File: src/rtl/ej32_pkg.sv
// ej32_pkg: shared width typedefs and divider sequencer types.
package ej32_pkg;
    typedef logic U1;
    typedef logic [31:0] DU;
    typedef enum logic [1:0] {IDLE, PREP, RUN, FIX} div_st_t;
    typedef enum logic {DIV_Q = 1'b0, DIV_R = 1'b1} div_op_t;
endpackage

File: src/rtl/div_int.sv
// div_int: unsigned restoring divider, one quotient bit per cycle.
// rst loads x/y and launches DSZ iterations; busy stays high until they finish.
module div_int #(
    parameter int DSZ = 32
) (
    input  logic           clk,
    input  logic           rst,
    input  logic [DSZ-1:0] x,
    input  logic [DSZ-1:0] y,
    output logic           busy,
    output logic [DSZ-1:0] q,
    output logic [DSZ-1:0] r
);
    localparam int NW = $clog2(DSZ + 1);
    logic [DSZ-1:0] d;
    logic [NW-1:0] n;
    logic [DSZ:0] t, s;
    assign t = {r, q[DSZ-1]};
    assign s = t - {1'b0, d};
    assign busy = n != '0;
    always_ff @(posedge clk)
        if (rst) begin
            q <= x;
            r <= '0;
            d <= y;
            n <= NW'(DSZ);
        end else if (busy) begin
            r <= s[DSZ] ? t[DSZ-1:0] : s[DSZ-1:0];
            q <= {q[DSZ-2:0], ~s[DSZ]};
            n <= n - 1'b1;
        end
endmodule

File: src/rtl/div_seq.sv
// div_seq: signed JVM idiv/irem sequencer around the unsigned div_int core.
// Define DIV_FASTPATH_EN to bypass the core for divisors 0, 1 and -1.
module div_seq
    import ej32_pkg::*;
#(
    parameter int DSZ = $bits(DU)
) (
    input  logic           clk,
    input  logic           rst,
    input  logic           req,
    input  logic           op,
    input  logic [DSZ-1:0] a,
    input  logic [DSZ-1:0] b,
    output logic           rdy,
    output logic           done,
    output logic           dz,
    output logic [DSZ-1:0] res
);
    div_st_t st;
    div_op_t opr;
    U1 sa, sb, fp, start, arm, busy, fast_ok;
    logic [DSZ-1:0] ma, mb, cq, cr, qm, rm, qs, rs;
`ifdef DIV_FASTPATH_EN
    assign fast_ok = b == '0 || b == DSZ'(1) || &b;
`else
    assign fast_ok = 1'b0;
`endif
    assign rdy = st == IDLE && !done;
    // fast path: |b| is 0 or 1, so the quotient magnitude is |a| and remainder is 0
    assign qm = fp ? ma : cq;
    assign rm = fp ? '0 : cr;
    assign qs = (sa ^ sb) ? -qm : qm;
    assign rs = sa ? -rm : rm;
    div_int #(.DSZ(DSZ)) u_core (
        .clk (clk),
        .rst (start),
        .x   (ma),
        .y   (mb),
        .busy(busy),
        .q   (cq),
        .r   (cr)
    );
    always_ff @(posedge clk or posedge rst)
        if (rst) begin
            st    <= IDLE;
            opr   <= DIV_Q;
            sa    <= 1'b0;
            sb    <= 1'b0;
            fp    <= 1'b0;
            ma    <= '0;
            mb    <= '0;
            start <= 1'b0;
            arm   <= 1'b0;
            done  <= 1'b0;
            dz    <= 1'b0;
            res   <= '0;
        end else begin
            start <= 1'b0;
            arm   <= start;
            done  <= 1'b0;
            case (st)
                IDLE: if (req && rdy) begin
                    opr   <= div_op_t'(op);
                    sa    <= a[DSZ-1];
                    sb    <= b[DSZ-1];
                    ma    <= a[DSZ-1] ? -a : a;
                    mb    <= b[DSZ-1] ? -b : b;
                    fp    <= fast_ok;
                    start <= !fast_ok;
                    st    <= fast_ok ? FIX : PREP;
                end
                PREP: st <= RUN;
                // the core's busy is stale until it has seen start
                RUN: if (!arm && !busy) st <= FIX;
                FIX: begin
                    res  <= mb == '0 ? '0 : (opr == DIV_R ? rs : qs);
                    dz   <= mb == '0;
                    done <= 1'b1;
                    st   <= IDLE;
                end
            endcase
        end
endmodule

File: config.mk
export PLATFORM = sky130hd
export DESIGN_NAME = div_seq
export DESIGN_NICKNAME = d
export VERILOG_FILES = /design/src/rtl/ej32_pkg.sv /design/src/rtl/div_int.sv /design/src/rtl/div_seq.sv
export SDC_FILE = /design/constraint.sdc
export NUM_CORES = 1
export LEC_CHECK = 0
export CORE_UTILIZATION = 35
export CTS_CLUSTER_DIAMETER = 120
export DETAILED_ROUTE_END_ITERATION = 10
export PLACE_DENSITY_LB_ADDON = 0.1
export SLEW_MARGIN = 15
export SYNTH_ARGS = -nofsm -noshare
export SYNTH_HDL_FRONTEND = slang
export SYNTH_SLANG_ARGS = --single-unit
File: constraint.sdc
create_clock -name clk -period 4.2 [get_ports clk]
set_input_delay 0.63 -clock clk [delete_from_list [all_inputs] [get_ports clk]]
set_output_delay 0.63 -clock clk [all_outputs]
set_load 0.005 [all_outputs]
; Yosys cells after proc, flatten, opt, wreduce, memory -nomap -nowiden
; Cells that the tools add are included.
[totals]
out_inout_bits = 35
ff_bits = 207
input_bits = 68
elab_cells = 55
[classes]
eq_ne = 5
n_mux = 15
n_addsub = 6
bitwise_logic = 2
reduce_logical = 12
[op_table]
columns = cell, count
row1 = 32-bit 2-to-1 mux, 9
row2 = 32-bit negator, 4
row3 = 33-bit by 32-bit subtractor with 33-bit output, 1
row4 = 32-bit logical NOT, 1
row5 = 2-bit case mux with 4 select lines, 1
row6 = 6-bit nonzero test, 1
row7 = "6-bit by 1-bit subtractor with 6-bit output, second input constant", 1
row8 = "2-bit == test, second input constant", 2
row9 = 2-bit 2-to-1 mux, 2
row10 = 2-bit AND reduction, 2
row11 = 1-bit logical AND, 3
row12 = 1-bit logical NOT, 3
row13 = 1-bit 2-to-1 mux, 3
row14 = "2-bit by 1-bit == test with 1-bit output, second input constant", 1
row15 = 2-bit logical NOT, 1
row16 = "2-bit by 1-bit != test with 1-bit output, second input constant", 1
row17 = "2-bit != test, second input constant", 1
row18 = 2-bit nonzero test, 1
row19 = 1-bit NOT, 1
row20 = 1-bit bitwise XOR, 1

; Logic depth before layout (Yosys ltp)
[depth]
ltp_word = 5
ltp_mapped = 13
mapped_depth_nobuf = 12

; Cells and area by module
; From an unflattened synthesis, not the netlist that was laid out.
[hier_totals]
cells_unflattened = 1431
area_unflattened_um2 = 13259.0
[by_module_without_submodules]
columns = mod, seq_area_each_um2, area_each_um2, instances, cells_per_inst
row1 = div_seq, 2627.5, 6977.9, 1, 819
row2 = div_int, 2682.6, 6281.0, 1, 612

; Worst setup path before layout
; OpenSTA, ideal clock, no wires.
[synth_timing]
path_kind = register to register
from = register u_core.q[31]
to = register u_core.r[30]
path_slack_ns = 0.810
arrival_ns = 3.295
setup_ns = 0.095
synth_period_minus_slack_ns = 3.390
stages_incl_launch_ff = 14
required_ns = 4.105
path_buffers = 1
cell_sequence = edfxtp_1 inv_1 ha_1 fa_1 nor2b_1 o2111ai_1 a31o_2 a2111oi_2 o41a_1 a21oi_2 xnor2_1 buf_2 o41ai_1 a221oi_1
[synth_between]
elab_chain_cells = 2
[synth_rtl]
columns = item, line_no
row1 = start: declaration, div_int.sv:11  ; output logic [DSZ-1:0] q,
row2 = start signal: assignment, div_int.sv:29  ; q <= {q[DSZ-2:0], ~s[DSZ]};
row3 = 33-bit by 32-bit subtractor with 33-bit output, div_int.sv:19  ; assign s = t - {1'b0, d};
row4 = 32-bit 2-to-1 mux, div_int.sv:28  ; r <= s[DSZ] ? t[DSZ-1:0] : s[DSZ-1:0];
row5 = end signal: assignment, div_int.sv:28
row6 = end: declaration, div_int.sv:12  ; output logic [DSZ-1:0] r
; No other way between the ends.
; A chain may end at the register's enable or synchronous reset.

; Worst setup path in the final report
[layout_timing]
from = register u_core.q[31]
to = register u_core.r[9]
; Same word-level chain as after synthesis.

==> flow_metrics.py <==
metrics = {
    "outcome": {
        "status": "complete, no violations",
    },
    "worst_setup_path": {
        "path_max_fanout": 36,
        "start_kind": "register",
        "endpoint_kind": "register",
        "max_stage_delay_ps": 500,
        "crit_type": "register to register",
        "crit_arrival_ps": 4200,
        "cp_cell_sequence": "inv_1 -> ha_1 -> fa_1 -> nor2b_1 -> o2111ai_1 -> a31o_2 -> a2111oi_2 -> o41a_1 -> a21oi_2 -> xnor2_2 -> buf_12 -> or3_1 -> a311oi_1",
        "cp.required_ps": 4610,
        "crit_slowest_cell": "a2111oi_2",
    },
    "final_layout": {
        "num-fill-cells": 3485,
        "finalNetCount": 1585,
        "final_util": 0.425,
        "area_growth_pct": 18.8,
        "drive_gt1_frac": 0.0703,
        "antenna_cells": 0,
    },
    "drt": {
        "route.met3.wl_um": 967,
        "via_count": 10100,
        "viasPerCell": 5.16,
        "wl_per_cell_um": 16.3,
        "drtIter0Drc": 587,
        "routed_wirelength_um": 31700,
        "drtPass1Iterations": 5,
        "top_layer_used": "met4",
        "ant_nets": 0,
        "drc": 0,
        "wl_met1_um": 15400,
        "route.met2.wl_um": 14800,
    },
    "global_routing": {
        "grt_max_degree": 79,
        "grt_pass1_wl_um": 51700,
        "grt_pass1_vias": 9787,
        "antenna_found_initial": 0,
        "grtUsageTotal": 0.175,
        "overflow": 0,
    },
    "synth": {
        "synthTopCellsByArea": "dfrtp_1 (21%), edfxtp_1 (15%), xor2_1 (6.3%)",
        "ys_ff_latch": 207,
        "synth_top_cell_by_area": "dfrtp_1",
        "yosysTopAreaCellShare": 0.212,
        "async_flop_share": 0.507,
        "syn-instance-count": 1393,
        "synth.distinct_cells": 67,
        "netlist_area_um2": 12400,
        "ys.flop_type": "dfrtp_1",
        "syn_nets": 1503,
        "synth_edf_count": 64,
        "yosysSeqAreaShare": 0.428,
        "avgSynthCellArea_um2": 8.92,
        "ys.warnings.count": 0,
    },
    "pwr": {
        "vdd_drop_max_mv": 0.487,
        "p_leak_nw": 6.05,
        "p_per_area_nw_per_um2": 846,
    },
    "clock_network": {
        "clkTransAtPathRegs_ps": 60,
        "root_buffer": "clkbuf_16",
        "worst_skew_pair.late_latency_ps": 520,
        "cts_post_setup_buffers_inserted": 0,
        "numCtsBuffers": 25,
        "postCtsResizedCells": 0,
        "h-tree-depth": 1,
        "cts_tree": "built",
        "clock_sinks": 207,
        "cts_hold_buf": 0,
        "clockBufferDepth": 3,
    },
    "sta": {
        "setup_tns_ps": 0,
        "fin_crit_sh": 0.901,
        "finalClockSkew_ps": 12.7,
        "fmax_mhz": 264,
        "rsz0062_at_grt": "false",
        "period_needed_ps": 3790,
        "slew_violations": 0,
        "maxSlewHeadroom": 0.326,
        "finalSetupViolCount": 0,
        "hold_violations": 0,
        "worst_slew_pin_slew_ps": 1010,
    },
    "floorplan": {
        "ioPinCount": 103,
        "die_w_um": 190,
        "rows": 68,
        "core_area_um2": 34700,
        "initial_utilization": 0.358,
        "die_y_um": 190,
        "die_area_um2": 36200,
    },
    "placement": {
        "portBuffers": 102,
        "gp_congestion": 0.810,
        "dp_hpwl_um": 23400,
    },
    "hold_path": {
        "hp-class": "register to register",
    },
    "job": {
        "drv_cap": 0,
    },
}
[power breakdown]
| part | switching [mW] | internal, mW |
|---|---|---|
| logic | 3.37 | 2.85 |
| registers | 0.997 | 3.14 |
| clock network | 0.847 | 1.27 |
| total | 5.21 | 7.27 |
[synth_stat cells, drive strengths merged (3+ instances only)]
library cell	n
nand2	205
o21ai	131
dfrtp	105
inv	94
nor2	89
xor2	89
a21oi	72
edfxtp	64
xnor2	61
clkbuf	59
ha	41
dfxtp	38
o22ai	32
o31ai	31
mux2	27
nor3	23
o41ai	22
a311oi	20
nor4	18
or3	17
nand3	16
or4	15
a31oi	11
nand2b	11
nand4	11
a21o	10
o21a	10
a211oi	9
buf	9
nor2b	9
mux2i	4
and2	3
nand3b	3
or2	3
[through the flow]
step                setup WS [ps]  hold slack (ps)  instances  cell area, um^2  total power [mW]
floorplan                     809              438       1393            12400              8.49
global placement              207              463       1903            14000              10.4
detailed placement            193              469       1903            14000              10.5
CTS                           426              477       1948            14800              12.7
global route                  213              488       1948            14800              13.6
finish                        414              479       1948            14800              12.5
[flip-flops by register name, summed over array words and instances (netlist names)]
| signal | cells |
|---|---|
| ma | 32 |
| res | 32 |
| sa | 1 |
| u_core.d | 32 |
| done | 1 |
| start | 1 |
| st | 2 |
| opr | 1 |
| u_core.n | 6 |
| mb | 32 |
| sb | 1 |
| u_core.q | 32 |
| dz | 1 |
| arm | 1 |
| u_core.r | 32 |
[kinds of logic (layout without fill, tap and decap cells)]
| logic type | Yosys count | in the layout | synth area share |
|---|---|---|---|
| muxes | 31 | 31 | 0.0277 |
| xor gates and xnor gates | 150 | 150 | 0.106 |
| DFF | 207 | 207 | 0.428 |
| AOI/OAI and AO/OA | 366 | 366 | 0.184 |
| buffers and inverters | 162 | 262 | 0.0492 |
| adders and majority gates | 42 | 42 | 0.0429 |
| and+or+nand+nor | 435 | 435 | 0.163 |
[metal layers]
layer / global-route usage / up-vias
met1: 0.243 / 4777
met4: 0.0317 / 0
li1: - / 5113
met3: 0.0212 / 30
met2: 0.295 / 131
met5: 0 / -
[cell type report]
cell class | instances | area, um^2 | area share
inverters | 94 | 355 | 0.0241
flip-flops and latches | 207 | 5320 | 0.360
clock buffers | 32 | 652 | 0.0442
multi-input cells | 1024 | 6520 | 0.442
well taps | 455 | 569 | 0.0386
clock inverters | 13 | 139 | 0.00941
repair buffers | 123 | 1200 | 0.0816
[cell usage in the layout, fill, tap and decap left out, types with 10 or more instances in the layout]
master and instances:
dfxtp_1 38, o41ai_1 22, a311oi_1 20, a21o_1 10, nand2_1 204, nor4_1 18
o22ai_1 32, a31oi_1 11, clkbuf_16 25, o21ai_0 127, o21a_1 10, nand4_1 11
mux2_2 27, nor2_1 89, xor2_1 89, xnor2_1 59, nor3_1 22, nand2b_1 11
nand3_1 15, edfxtp_1 64, inv_1 93, buf_4 19, ha_1 41, a21oi_1 71
clkdlybuf4s50_1 102, or3_1 16, dfrtp_1 103, or4_1 12, o31ai_1 30
[worst max-delay path: cells and delay by family (launching register included)]
| family | cells | cell delay (ps) |
|---|---|---|
| AOI/OAI and AO/OA | 6 | 1710 |
| xor gates and xnor gates | 1 | 170 |
| DFF | 1 | 340 |
| and+or+nand+nor | 2 | 560 |
| buffers and inverters | 2 | 260 |
| adders and majority gates | 2 | 640 |
[worst paths after layout]
check / start / endpoint / slack (ps) / cells after the start
setup / recovery: u_core.q[31] / u_core.r[9] / 410 / 13
hold / removal: dz / dz / 480 / 1
setup reg to reg: u_core.q[31] / u_core.r[9] / 410 / 13
hold reg to reg: dz / dz / 480 / 1
max in group asynchronous: rst / res[7] / 2870 / 3
min in group asynchronous: rst / st[0] / 560 / 2
No activity file was read; power rests on OpenSTA's default activity.
